==> config.mk <==
export PLATFORM = sky130hd
export DESIGN_NAME = fir_ntap_mac
export DESIGN_NICKNAME = d
export VERILOG_FILES = /design/src/rtl/fir_ntap_mac.sv
export SDC_FILE = /design/constraint.sdc
export NUM_CORES = 1
export LEC_CHECK = 0
export ABC_AREA = 0
export CAP_MARGIN = 20
export CELL_PAD_IN_SITES_DETAIL_PLACEMENT = 2
export CELL_PAD_IN_SITES_GLOBAL_PLACEMENT = 2
export CORE_ASPECT_RATIO = 0.75
export CORE_MARGIN = 2
export CORE_UTILIZATION = 45
export DETAILED_ROUTE_END_ITERATION = 6
export GPL_TIMING_DRIVEN = 0
export PLACE_DENSITY = 0.93
export SETUP_SLACK_MARGIN = 0.2
export SLEW_MARGIN = 10
export SYNTH_ARGS = -nofsm -noshare
export SYNTH_HDL_FRONTEND = slang
export SYNTH_SLANG_ARGS = --single-unit
==> constraint.sdc <==
create_clock -name clk -period 13.2 [get_ports clk]
set_input_delay 2.64 -clock clk [delete_from_list [all_inputs] [get_ports clk]]
set_output_delay 2.64 -clock clk [all_outputs]
set_load 0.01 [all_outputs]
==> src/rtl/fir_ntap_mac.sv <==
// fir_ntap_mac -- N-tap signed FIR filter built around one time-multiplexed MAC.
//
// Each accepted sample is shifted into the delay line, then TAPS cycles of
// multiply-accumulate compute y = sum h[k]*d[k] (d[0] = newest sample). The
// result is published for one cycle in OUT. Coefficients are loadable only
// while idle and persist across sessions. Q8.8 samples and coefficients give
// a Q16.16 result.
//
// Optional feature macro: FIR_SAT_EN
//   defined   : y is the accumulator clamped to the signed 2*DATAWIDTH range
//   undefined : y is the low 2*DATAWIDTH bits of the accumulator (wraps)
//
// Ports
//   clk        rising-edge clock
//   rst        asynchronous active-low reset
//   start      open a session (IDLE only)
//   stop       close the session (immediately in WAIT, after OUT otherwise)
//   coef_we    coefficient write strobe (IDLE only)
//   coef_addr  coefficient index; indices >= TAPS are ignored
//   coef_data  coefficient value
//   x/x_valid  sample and its valid
//   x_ready    block accepts a sample this cycle (WAIT)
//   y          filter output, held until the next result
//   y_valid    one-cycle pulse when y updates
//   busy       session active
//   done       one-cycle pulse when a session ends
module fir_ntap_mac #(
  parameter  int DATAWIDTH = 16,
  parameter  int TAPS      = 3,
  localparam int ADDRW     = $clog2(TAPS)
) (
  input  logic                   clk,
  input  logic                   rst,
  input  logic                   start,
  input  logic                   stop,
  input  logic                   coef_we,
  input  logic [ADDRW-1:0]       coef_addr,
  input  logic [DATAWIDTH-1:0]   coef_data,
  input  logic [DATAWIDTH-1:0]   x,
  input  logic                   x_valid,
  output logic                   x_ready,
  output logic [2*DATAWIDTH-1:0] y,
  output logic                   y_valid,
  output logic                   busy,
  output logic                   done
);

  localparam int PW   = 2 * DATAWIDTH;
  localparam int ACCW = PW + ADDRW;
  localparam logic [ADDRW-1:0] LAST = ADDRW'(TAPS - 1);

  typedef enum logic [1:0] {IDLE, WAIT, MAC, OUT} state_t;

  state_t state, state_nxt;

  // Coefficients and delay line as packed arrays; element 0 of d is newest.
  logic [TAPS-1:0][DATAWIDTH-1:0] h;
  logic [TAPS-1:0][DATAWIDTH-1:0] d;

  logic signed [ACCW-1:0] acc;
  logic [ADDRW-1:0]       k;
  logic                   stop_pend;
  logic                   done_set;

  // ---------------------------------------------------------------------------
  // FSM
  // ---------------------------------------------------------------------------
  always_ff @(posedge clk or negedge rst) begin
    if (!rst) state <= IDLE;
    else      state <= state_nxt;
  end

  always_comb begin
    state_nxt = state;
    x_ready   = 1'b0;
    busy      = (state != IDLE);
    done_set  = 1'b0;
    case (state)
      IDLE: if (start) state_nxt = WAIT;
      WAIT: begin
        x_ready = 1'b1;
        // A handshake takes priority over stop; a simultaneous stop is
        // remembered in stop_pend and honoured after OUT.
        if (x_valid) begin
          state_nxt = MAC;
        end else if (stop) begin
          state_nxt = IDLE;
          done_set  = 1'b1;
        end
      end
      MAC:  if (k == LAST) state_nxt = OUT;
      OUT: begin
        state_nxt = stop_pend ? IDLE : WAIT;
        done_set  = stop_pend;
      end
      default: state_nxt = IDLE;
    endcase
  end

  // ---------------------------------------------------------------------------
  // MAC datapath
  // ---------------------------------------------------------------------------
  // Operands are sign-extended to the product width so the multiply is
  // width-matched; the low PW bits of that product are the exact signed result.
  logic signed [PW-1:0]   h_ext, d_ext, prod;
  logic signed [ACCW-1:0] prod_ext;

  assign h_ext    = {{DATAWIDTH{h[k][DATAWIDTH-1]}}, h[k]};
  assign d_ext    = {{DATAWIDTH{d[k][DATAWIDTH-1]}}, d[k]};
  assign prod     = h_ext * d_ext;
  assign prod_ext = {{ADDRW{prod[PW-1]}}, prod};

  // The ADDRW guard bits make the accumulator wide enough for TAPS
  // full-scale products, so only the final narrowing can overflow.
  logic [PW-1:0] y_nxt;

`ifdef FIR_SAT_EN
  localparam logic signed [ACCW-1:0] YMAX = {{(ADDRW+1){1'b0}}, {(PW-1){1'b1}}};
  localparam logic signed [ACCW-1:0] YMIN = {{(ADDRW+1){1'b1}}, {(PW-1){1'b0}}};

  always_comb begin
    y_nxt = acc[PW-1:0];
    if (acc > YMAX)      y_nxt = YMAX[PW-1:0];
    else if (acc < YMIN) y_nxt = YMIN[PW-1:0];
  end
`else
  assign y_nxt = acc[PW-1:0];
`endif

  always_ff @(posedge clk or negedge rst) begin
    if (!rst) begin
      h         <= '0;
      d         <= '0;
      acc       <= '0;
      k         <= '0;
      stop_pend <= 1'b0;
      y         <= '0;
      y_valid   <= 1'b0;
      done      <= 1'b0;
    end else begin
      y_valid <= 1'b0;
      done    <= done_set;
      case (state)
        IDLE: begin
          if (coef_we && coef_addr <= LAST) h[coef_addr] <= coef_data;
          // A new session never sees taps left over from the previous one.
          if (start) begin
            d         <= '0;
            stop_pend <= 1'b0;
          end
        end
        WAIT: begin
          if (x_valid) begin
            d         <= {d[TAPS-2:0], x};
            acc       <= '0;
            k         <= '0;
            stop_pend <= stop;
          end
        end
        MAC: begin
          acc <= acc + prod_ext;
          k   <= k + 1'b1;
          if (stop) stop_pend <= 1'b1;
        end
        OUT: begin
          y         <= y_nxt;
          y_valid   <= 1'b1;
          stop_pend <= 1'b0;
        end
        default: ;
      endcase
    end
  end

endmodule
==> summary.txt <==
Finish
  • FILL cells: 3936
  • Commonest non-fill, non-tap cell in the layout: inv_1
  • Synthesis-to-finish area growth: 12.3%
  • Most frequent cells in the layout: 342 x inv_1, 292 x fa_1, 180 x nor2_1, 167 x dfrtp_1, 161 x nand2_1
  • Nets: 2273
  • Final Cell Area: about 20000 sq um
  • Fraction of layout cells with a size suffix above 1: about 7.6%

Synthesis
  • Number of synthesized flops with an enable pin: 0
  • Syn_nets: approximately 2200
  • Library cells used by synthesis: 53
  • Yosys Warn Count: 0
  • Top FF cell, synth: dfrtp_1
  • Seq/Total Area, Yosys: between 20% and 30%
  • Synth async-reset ratio: 100%
  • Flops & latches, synth: 167
  • Synthesized area: between 15000 and 20000 sq um
  • Post-Syn Instances: 1731
  • Syn avg cell area: 10.1 sq um

STA
  • Post-Route Skew: between 0.02 and 0.03 ns
  • Slew HR: -25.8%
  • Worst slew pin tran: between 1.5 and 2 ns
  • FMAX: about 0.098 GHz
  • Final Hold Violating Endpoints: 0
  • Period utilization: about 77%
  • Final Setup Violations: 0
  • Pins over their slew limit: 17
  • RSZ-0062 raised after global routing: false
  • Fin crit period: around 10 ns
  • Setup TNS: 0 ns
  • Worst hold slack: between 0.5 and 0.6 ns
  • Final WS setup: about 3.0 ns

Worst hold path
  • Hold crit path type: flip-flop to flip-flop
  • Hold Path Origin: y[8]$_DFFE_PN0P_

CTS
  • CTS tree: yes
  • Clock Latency Late Sink: around 0.52 ns
  • Cts bufs inserted: 17
  • Postcts setup bufs: 0
  • CTS H-tree depth: 4
  • Clock root cell: clkbuf_16
  • CTS Buffer Depth: 2
  • Worst-path clk slew: around 0.090 ns
  • CTS sink cnt: 167
  • Post-CTS Hold Fix Bufs: 0
  • Cts repair resizes: 0

Setup path
  • R2R depth: 24
  • CP Capture Type: flip-flop
  • End of the worst register-to-register path: acc[31]$_DFFE_PN0P_
  • Crit path launch: k[0]$_DFFE_PN0P_
  • Crit-path cells: inv_1, nor2_1, clkbuf_1, clkbuf_1, a21oi_1, nor2_1, fa_1, inv_1, fa_1, inv_1, fa_1, fa_1, fa_1, inv_1, fa_1, inv_1, ha_1, nand4_1, nor2_1, a22oi_1, a31oi_1, a41oi_1, a2111o_1, o211ai_2
  • Origin of the critical flop-to-flop path: k[0]$_DFFE_PN0P_
  • Slowest CP cell: clkbuf_1
  • Startpoint Class: flip-flop
  • R2r setup slk: about 3.0 ns
  • WP data arrival: about 11 ns
  • CP peak stage delay: between 0.7 and 0.8 ns
  • Most frequent CP cell: fa_1
  • WS Path Type: flip-flop to flip-flop
  • Crit-path max FO: 10
  • CP Capture Point: acc[31]$_DFFE_PN0P_
  • CP Data Required Time: between 10 and 15 ns

Route
  • DRT iter0 DRCs: 2061
  • DR vias/cell: roughly 6.7
  • Post-Route WL: slightly above 90000 um
  • First-pass DRT Iterations: 6
  • Drt wl/cell: approximately 39 um
  • Residual DRC: 0
  • Remaining antenna violation count after routing: 0
  • Vias: roughly 16000

Global route
  • Initial antenna violation count: 3
  • Pin count of the biggest net entering global routing: 81
  • Grt total ovfl: 0
  • Vias in the first global route: ~18000
  • First-pass GRT wire length: between 100000 and 150000 um
  • GRT Overall Usage: a little over two fifths

Place
  • Routability Congestion: about 0.95
  • DP Area: 19000 sq um
  • Port Buffers: 75
  • Dpl ws: between 4 and 5 ns
  • DP HPWL: ~58000 um

Status
  • Status: finished, violations left
  • Failing checks: capacitance limit, slew limit

Floorplanning
  • Die Span Y: 175 um
  • Die X-Extent: between 200 and 250 um
  • Starting Density: a little under half
  • Top Ports: 76
  • Rows: a little over 60
  • Core footprint: between 30000 and 40000 sq um
  • Die area: 40600 sq um

Run
  • MaxCap Viol Count: 2
## per-layer routing
| layer | GRT usage [%] | vias to the layer above | wire length [um] |
|---|---|---|---|
| met5 | 0 | - | 0 |
| li1 | - | 5618 | - |
| met2 | 69.2 | 1384 | 42200 |
| met3 | 11.5 | 624 | 9970 |
| met1 | 50.6 | 8225 | 32300 |
| met4 | 31.5 | 0 | 8670 |
## synth_stat cells, types with 32 or more instances
master | number | area share [%]
a22o_1 | 55 | 2.7
mux2i_1 | 34 | 1.9
fa_1 | 292 | 33
a21o_1 | 32 | 1.4
a21oi_1 | 52 | 1.5
inv_1 | 342 | 7.3
clkbuf_1 | 57 | 1.2
mux2_2 | 80 | 5.1
dfrtp_1 | 167 | 24
ha_1 | 104 | 7.4
nor2_1 | 180 | 3.9
nand2_1 | 161 | 3.4
## through the flow
| step | instances | utilization, % |
|---|---|---|
| 2_1_floorplan | 1731 | - |
| 3_3_place_gp | 2318 | 49.4 |
| 3_5_place_dp | 2323 | 49.6 |
| 4_1_cts | 2355 | 51.2 |
| 5_1_grt | 2362 | 51.4 |
| 6_report | 2366 | 51.4 |
## critical path, delay by kind of cell, from the launching register on
kind	cells	cell delay [ns]
adder cells (fa/ha/maj)	7	3.83
buffers and inverters	7	2.31
AO/OA/AOI/OAI	6	2.05
AND/OR/NAND/NOR	4	1.37
flip-flops	1	0.52
## state kept, by name (all words and copies together), names as in the netlist, named ones only
signal,cells
acc,32
k,2
y_valid,1
done,1
stop_pend,1
h,48
state,1
d,48
y,32
## logic make-up after synthesis
kind of cell               synth area share (%)
AOI/OAI and AO/OA                          8.81
xor gates and xnor gates                   1.89
adders and majority gates                  40.7
buffers and inverters                      8.72
DFF                                        23.8
muxes                                      7.08
and+or+nand+nor                            8.92
## cell type report
cell class                 count  area, sq um  area share [%]
multi-input combinational   1159        11800            60.1
buffer                        63          246            1.25
clock buffer                  18          439            2.23
clock inverter                14          174           0.883
inverter                     342         1280            6.52
timing repair buffer          87          887            4.50
antenna                        4         10.0          0.0508
sequential                   167         4180            21.2
tap                          512          641            3.25
## worst min path at each step
stage                                to  cells after the start
global route           h[5]$_DFFE_PN0P_                      1
detailed placement    d[39]$_DFFE_PN0P_                      1
floorplan           acc[15]$_DFFE_PN0P_                      2
global placement      d[35]$_DFFE_PN0P_                      1
finish                 y[8]$_DFFE_PN0P_                      1
CTS                    y[8]$_DFFE_PN0P_                      1
Power is left out: the tool's default activity adds up to more than one toggle a clock period on the data nets, which glitch-free logic cannot reach.
